[src/rtl/lii_tx_arbiter.sv]
// Frame-granular round-robin arbiter sharing one LII transmit channel among INPUTS sources.
// The owner's words reach TX combinationally; TX_RDY is routed back to the owner only.
module lii_tx_arbiter #(
   parameter int INPUTS     = 2,
   parameter int DATA_WIDTH = 64,
   parameter int META_WIDTH = 1,
   localparam int BV        = $clog2(DATA_WIDTH/8) + 1
) (
   input  logic                       CLK,
   input  logic                       RESET,
   input  logic [INPUTS*DATA_WIDTH-1:0] RX_DATA,
   input  logic [INPUTS*BV-1:0]         RX_BYTES_VLD,
   input  logic [INPUTS*BV-1:0]         RX_EDB,
   input  logic [INPUTS-1:0]            RX_SOF,
   input  logic [INPUTS-1:0]            RX_EOF,
   input  logic [INPUTS-1:0]            RX_EEOF,
   input  logic [INPUTS*META_WIDTH-1:0] RX_META,
   input  logic [INPUTS-1:0]            RX_CRCERR,
   output logic [INPUTS-1:0]            RX_RDY,
   output logic [DATA_WIDTH-1:0]        TX_DATA,
   output logic [BV-1:0]                TX_BYTES_VLD,
   output logic [BV-1:0]                TX_EDB,
   output logic                         TX_SOF,
   output logic                         TX_EOF,
   output logic                         TX_EEOF,
   output logic [META_WIDTH-1:0]        TX_META,
   output logic                         TX_CRCERR,
   input  logic                         TX_RDY,
   input  logic                         TX_LINK_STATUS
);

   localparam int OW = (INPUTS > 1) ? $clog2(INPUTS) : 1;

   typedef enum logic {IDLE, BUSY} state_t;

   state_t          state_q, state_d;
   logic [OW-1:0]   owner_q, owner_d;
   logic [OW-1:0]   ptr_q, ptr_d;
   logic [INPUTS-1:0] others_req;

   function automatic logic [OW-1:0] next_idx(input logic [OW-1:0] i);
      if (int'(i) == INPUTS - 1) return '0;
      return i + 1'b1;
   endfunction

   // First asserted request at or after start, searching cyclically.
   function automatic logic [OW-1:0] rr_pick(input logic [INPUTS-1:0] req,
                                             input logic [OW-1:0]     start);
      logic [OW-1:0] idx;
      logic [OW-1:0] pick;
      logic          found;
      idx   = start;
      pick  = start;
      found = 1'b0;
      for (int k = 0; k < INPUTS; k++) begin
         if (!found && req[idx]) begin
            pick  = idx;
            found = 1'b1;
         end
         idx = next_idx(idx);
      end
      return pick;
   endfunction

   always_ff @(posedge CLK or negedge RESET) begin
      if (!RESET) begin
         state_q <= IDLE;
         owner_q <= '0;
         ptr_q   <= '0;
      end else begin
         state_q <= state_d;
         owner_q <= owner_d;
         ptr_q   <= ptr_d;
      end
   end

   always_comb begin
      state_d    = state_q;
      owner_d    = owner_q;
      ptr_d      = ptr_q;
      others_req = RX_SOF & ~(INPUTS'(1) << owner_q);
      case (state_q)
         IDLE: begin
            if (TX_LINK_STATUS && |RX_SOF) begin
               owner_d = rr_pick(RX_SOF, ptr_q);
               state_d = BUSY;
            end
         end
         BUSY: begin
            // The old owner is excluded here so it can only come back through IDLE.
            if (RX_EOF[owner_q] && TX_RDY) begin
               ptr_d = next_idx(owner_q);
               if (TX_LINK_STATUS && |others_req) owner_d = rr_pick(others_req, next_idx(owner_q));
               else                               state_d = IDLE;
            end
         end
         default: state_d = IDLE;
      endcase
   end

   always_comb begin
      RX_RDY       = '0;
      TX_DATA      = '0;
      TX_BYTES_VLD = '0;
      TX_EDB       = '0;
      TX_SOF       = 1'b0;
      TX_EOF       = 1'b0;
      TX_EEOF      = 1'b0;
      TX_META      = '0;
      TX_CRCERR    = 1'b0;
      if (state_q == BUSY) begin
         RX_RDY[owner_q] = TX_RDY;
         TX_DATA         = RX_DATA[int'(owner_q)*DATA_WIDTH +: DATA_WIDTH];
         TX_BYTES_VLD    = RX_BYTES_VLD[int'(owner_q)*BV +: BV];
         TX_EDB          = RX_EDB[int'(owner_q)*BV +: BV];
         TX_SOF          = RX_SOF[owner_q];
         TX_EOF          = RX_EOF[owner_q];
         TX_EEOF         = RX_EEOF[owner_q];
         TX_META         = RX_META[int'(owner_q)*META_WIDTH +: META_WIDTH];
         TX_CRCERR       = RX_CRCERR[owner_q];
      end
   end

endmodule

[config.mk]
export PLATFORM = sky130hd
export DESIGN_NAME = lii_tx_arbiter
export DESIGN_NICKNAME = d
export VERILOG_FILES = /design/src/rtl/lii_tx_arbiter.sv
export SDC_FILE = /design/constraint.sdc
export NUM_CORES = 1
export LEC_CHECK = 0
export CAP_MARGIN = 20
export CORE_AREA = 3 3 90 92
export CTS_CLUSTER_SIZE = 16
export DETAILED_ROUTE_END_ITERATION = 7
export DIE_AREA = 0 0 93 95
export GPL_TIMING_DRIVEN = 0
export PLACE_DENSITY = 0.79
export SETUP_SLACK_MARGIN = 0.02
export SLEW_MARGIN = 20
export SYNTH_ARGS = -nofsm -noshare
export SYNTH_HDL_FRONTEND = slang
export SYNTH_SLANG_ARGS = --single-unit
[constraint.sdc]
create_clock -name CLK -period 2.05 [get_ports CLK]
set_clock_uncertainty 0.2 [all_clocks]
set_input_delay 0.205 -clock CLK [delete_from_list [all_inputs] [get_ports CLK]]
set_output_delay 0.205 -clock CLK [all_outputs]
set_load 0.02 [all_outputs]
### Yosys cells after proc, flatten, opt, wreduce, memory -nomap -nowiden

Index checks and enable logic that the tools add are counted.

| operators by class | value |
|---|---|
| bitwise logic cells | 4 |
| shift operators | 5 |
| mux-type cells | 72 |
| magnitude comparators | 6 |
| reductions and logical operators | 12 |
| divide/modulo/power cells | 0 |
| add/subtract/negate cells | 3 |
| eq/ne operators | 3 |
| multipliers | 0 |

Operators with widths:

| kind | count |
|---|---|
| $shiftx A128 B8 Y64 | 1 |
| $mux W1 | 65 |
| $mux W64 | 1 |
| $shiftx A8 B4 Y4 | 2 |
| $lt A1 B2 Y1 const B | 5 |
| $mux W4 | 2 |
| $logic_and A1 B1 Y1 | 6 |
| $and A2 B2 Y2 | 2 |
| $ne A2 B1 Y1 const B | 2 |
| $pmux W1 S2 | 2 |
| $reduce_or A2 Y1 | 2 |
| $add A1 B1 Y1 const B | 3 |
| $reduce_and A3 Y1 | 1 |
| $logic_not A1 Y1 | 2 |
| $mux W2 | 1 |
| $ne A2 B2 Y1 const B | 1 |
| $not A2 Y2 | 1 |
| $reduce_and A2 Y1 | 1 |
| $shiftx A2 B2 Y1 | 1 |
| $shl A1 B1 Y2 const A | 1 |
| $demux W1 S1 | 1 |
| $ge A1 B1 Y1 const B | 1 |
| $not A1 Y1 | 1 |

| word-level totals | value |
|---|---|
| register bits after elaboration | 3 |
| memory bits (read-only) | 0 |
| output and inout port bits | 79 |
| bits in latches | 0 |
| memories | 0 |
| RAM bits | 0 |
| input bits | 158 |

### Longest topological paths before layout

| depth | value |
|---|---|
| word-level depth | 27 |
| depth in mapped cells | 5 |
| gate-level depth less buffers | 4 |

### Least setup slack after synthesis

Ideal clock, no wire load.

| timing path | value |
|---|---|
| kind | register -> output |
| from | register owner_q |
| to | output port TX_DATA[10] |
| data required time | 1.645 ns |
| stages on the path, launching flop included | 5 |
| path buffers | 2 |
| slack | 0.530 ns |
| arrival time | 1.115 ns |
| cell sequence | dfrtp_1 > buf_4 > buf_4 > mux2i_1 > nor2b_1 |

| on the way | value |
|---|---|
| word-level cells in the longest chain between the ends | 2 |

RTL lines:

| element | RTL line | text |
|---|---|---|
| start: declaration | 37 | `logic [OW-1:0] owner_q, owner_d;` |
| start signal: assignment | 72 | `owner_q <= owner_d;` |
| $shiftx A128 B8 Y64 | 113 | `TX_DATA = RX_DATA[int'(owner_q)*DATA_WIDTH +: DATA_WIDTH];` |
| $mux W64 | 111 | `if (state_q == BUSY) begin` |
| end: declaration | 20 | `output logic [DATA_WIDTH-1:0] TX_DATA,` |

Every way passes these cells.

### Final worst setup path

| timing path | value |
|---|---|
| from | register owner_q |
| to | output port TX_DATA[28] |

Same word-level chain as after synthesis.

==> results.yml <==
sta:
  holdWs_ns: 0.324
  maxSlewViolCount: 0
  layout_worst_path_cycle_share: 0.961
  fmax_mhz: 508
  grt_setup_unrepaired: "true"
  worst_pin_slew_ns: 0.326
  max_slew_margin: 0.783
  finalSetupViolCount: 0
  tns_ns: 0
  fin_ws_ns: 0.0796
  period_minus_slack_ns: 1.97
  hold_violations: 0
hold_path:
  hold_end: "ptr_q"
  min_path_cells: 2
  hold_class: "register to register"
  hold_start: "ptr_q"
worst_setup_path:
  arrival_ns: 1.57
  ff2ff_path_depth: 5
  r2r-start: "owner_q"
  timing.rr.end: "owner_q"
  crit_path_start_kind: "register"
  crit_type: "register to output pin"
  crit_slowest_cell: "dfrtp_1"
  cp_data_required_time_ns: 1.64
  cp_slowest_stage_delay_ns: 0.36
  r2r_slack_ns: 0.60
  critPathMaxFanout: 10
  cp-end-kind: "output pin"
  crit_chain: "buf_6 -> buf_4 -> mux2i_1 -> nor2b_1 -> dlygate4sd2_1"
placed_design:
  place.gp.congestion: 0.770
  place_ws_ns: -0.139
  hpwl_um: 6770
  io_buffers: 236
outcome:
  status: "finished, final reports clean"
logic_synthesis:
  yosysWarnings: 0
  seq_area_frac_synth: 0.0486
  syn-num-nets: 352
  postSynthAreaPerCell_um2: 7.96
  syn_area_um2: 1540
  async_reset_ff_frac: 1.00
  yosysTopAreaCellShare: 0.499
  synth_flop_cell: "dfrtp_1"
  syn_inst: 194
  ys_types: 22
  ys_top_cells_by_area: "mux2i_1 (50%), nor2b_1 (31%), dfrtp_1 (4.9%)"
  synth_edf_count: 0
  yosysTopAreaCell: "mux2i_1"
  synth-seq-cells: 3
cells_and_area:
  drive_gt1_frac: 0.0506
  final_common_cell: "clkdlybuf4s50_1"
  final_cell_mix: "clkdlybuf4s50_1 (157), mux2i_1 (76), nor2b_1 (76), dlygate4sd2_1 (74), clkbuf_2 (7)"
  fill_cells: 701
  diodes: 0
  register_area_um2: 75.1
  areaGrowthSynthToFinish_pct: 160
  fin_util: 0.551
  multi_input_area_um2: 1360
  fin_nets: 594
clock_network:
  clock_path_buffers: 2
  clk_pin_slew_ns: 0.03
  root_buffer: "clkbuf_8"
  cts_tree: "yes"
  cts-buffers-inserted: 3
  clkLatencyLatePin_ns: 0.22
  cts.sinks: 3
  htree_levels: 1
pwr:
  totalPowerFinal_mw: 3.55
  leakage_nw: 2.08
  worst_ir_drop_vdd_v: 0.000445
  p_per_area_nw_per_um2: 885
die:
  initial_core_util: 0.212
  ios: 237
  die_area_um2: 8840
  core-area_um2: 7290
  num_rows: 31
  die_y_um: 95
  die_x_um: 93
global_route:
  grt_pass1_vias: 2297
  grt-ovfl-total: 0
  grtUsageTotal: 0.160
  antenna_found_initial: 0
  grt_max_degree: 11
  grt_pass1_wl_um: 11400
routing:
  postRouteAntennaNets: 0
  drc_errors: 0
  wire_per_inst_um: 14.6
  firstDrtPassIters: 4
  drtIter0Drc: 16
  num_vias: 2276
  routed_wl_um: 7820
  vias_per_cell: 4.26
run:
  maxCapViolCount: 0
through the flow:
| stage | instances | area (um2) |
|---|---|---|
| after floorplan | 194 | 1540 |
| after CTS | 534 | 4000 |
| after detailed placement | 529 | 4030 |
| final | 534 | 4020 |
| after global routing | 534 | 4020 |
| after global placement | 529 | 4030 |
power breakdown:
| group | switching [mW] | internal [mW] | total, mW |
|---|---|---|---|
| Clock | 0.0430 | 0.133 | 0.176 |
| Sequential | 0.0195 | 0.0855 | 0.105 |
| Combinational | 1.70 | 1.57 | 3.27 |
| Total | 1.76 | 1.79 | 3.55 |
worst max-delay path by stage:
stage | from | endpoint | slack, ns | cells after the start
after floorplan | owner_q | TX_DATA[10] | 0.53 | 4
after global placement | state_q | TX_DATA[28] | -0.15 | 4
after detailed placement | state_q | TX_DATA[28] | -0.14 | 4
after CTS | owner_q | TX_DATA[58] | 0.03 | 5
after global routing | owner_q | TX_DATA[53] | 0.0006 | 5
final | owner_q | TX_DATA[28] | 0.08 | 5
metal layers:
| layer | global-route usage | wire (um) |
|---|---|---|
| met5 | 0 | 0 |
| met4 | 0.0317 | 80 |
| met2 | 0.315 | 4170 |
| met1 | 0.163 | 2690 |
| met3 | 0.0550 | 878 |
synth_stat cells, types with 2 or more instances:
cell type and instances:
nor2b_1 76, nor2_1 3, clkbuf_1 8, dfrtp_1 3, nand2_1 3, mux2i_1 77, o21ai_0 2, buf_4 8
state kept, by name (all words and copies together), names as in the netlist:
register,cells
owner_q,1
ptr_q,1
state_q,1
cell families (layout without fill, tap and decap cells):
logic type	after synthesis	count (layout)	share of synthesized area
AO/OA/AOI/OAI	7	7	0.0292
flip-flops	3	3	0.0486
multiplexers	78	78	0.506
AND/OR/NAND/NOR	86	86	0.338
adder cells (fa/ha/maj)	1	1	0.00648
buffers and inverters	19	260	0.0713
critical path, delay by kind of cell, from the launching register on:
kind,cells,cell delay (ns)
buffers and inverters,3,0.70
DFF,1,0.36
muxes,1,0.13
and+or+nand+nor,1,0.15
final cells by class:
class / count / share of cell area
repair buffers: 237 / 0.567
flip-flops and latches: 3 / 0.0187
multi-input cells: 172 / 0.339
plain buffers: 18 / 0.0318
well taps: 99 / 0.0309
inverters: 1 / 0.000935
clock buffers: 4 / 0.0112
timing repair:
action	4_1_cts	5_1_grt
pin swaps	0	0
gates resized for setup	86	10
buffers inserted	0	0
hold endpoints to repair	3	0
hold buffers	1	0
endpoints found under the setup margin	78	45
(Power assumes the default switching activity.)
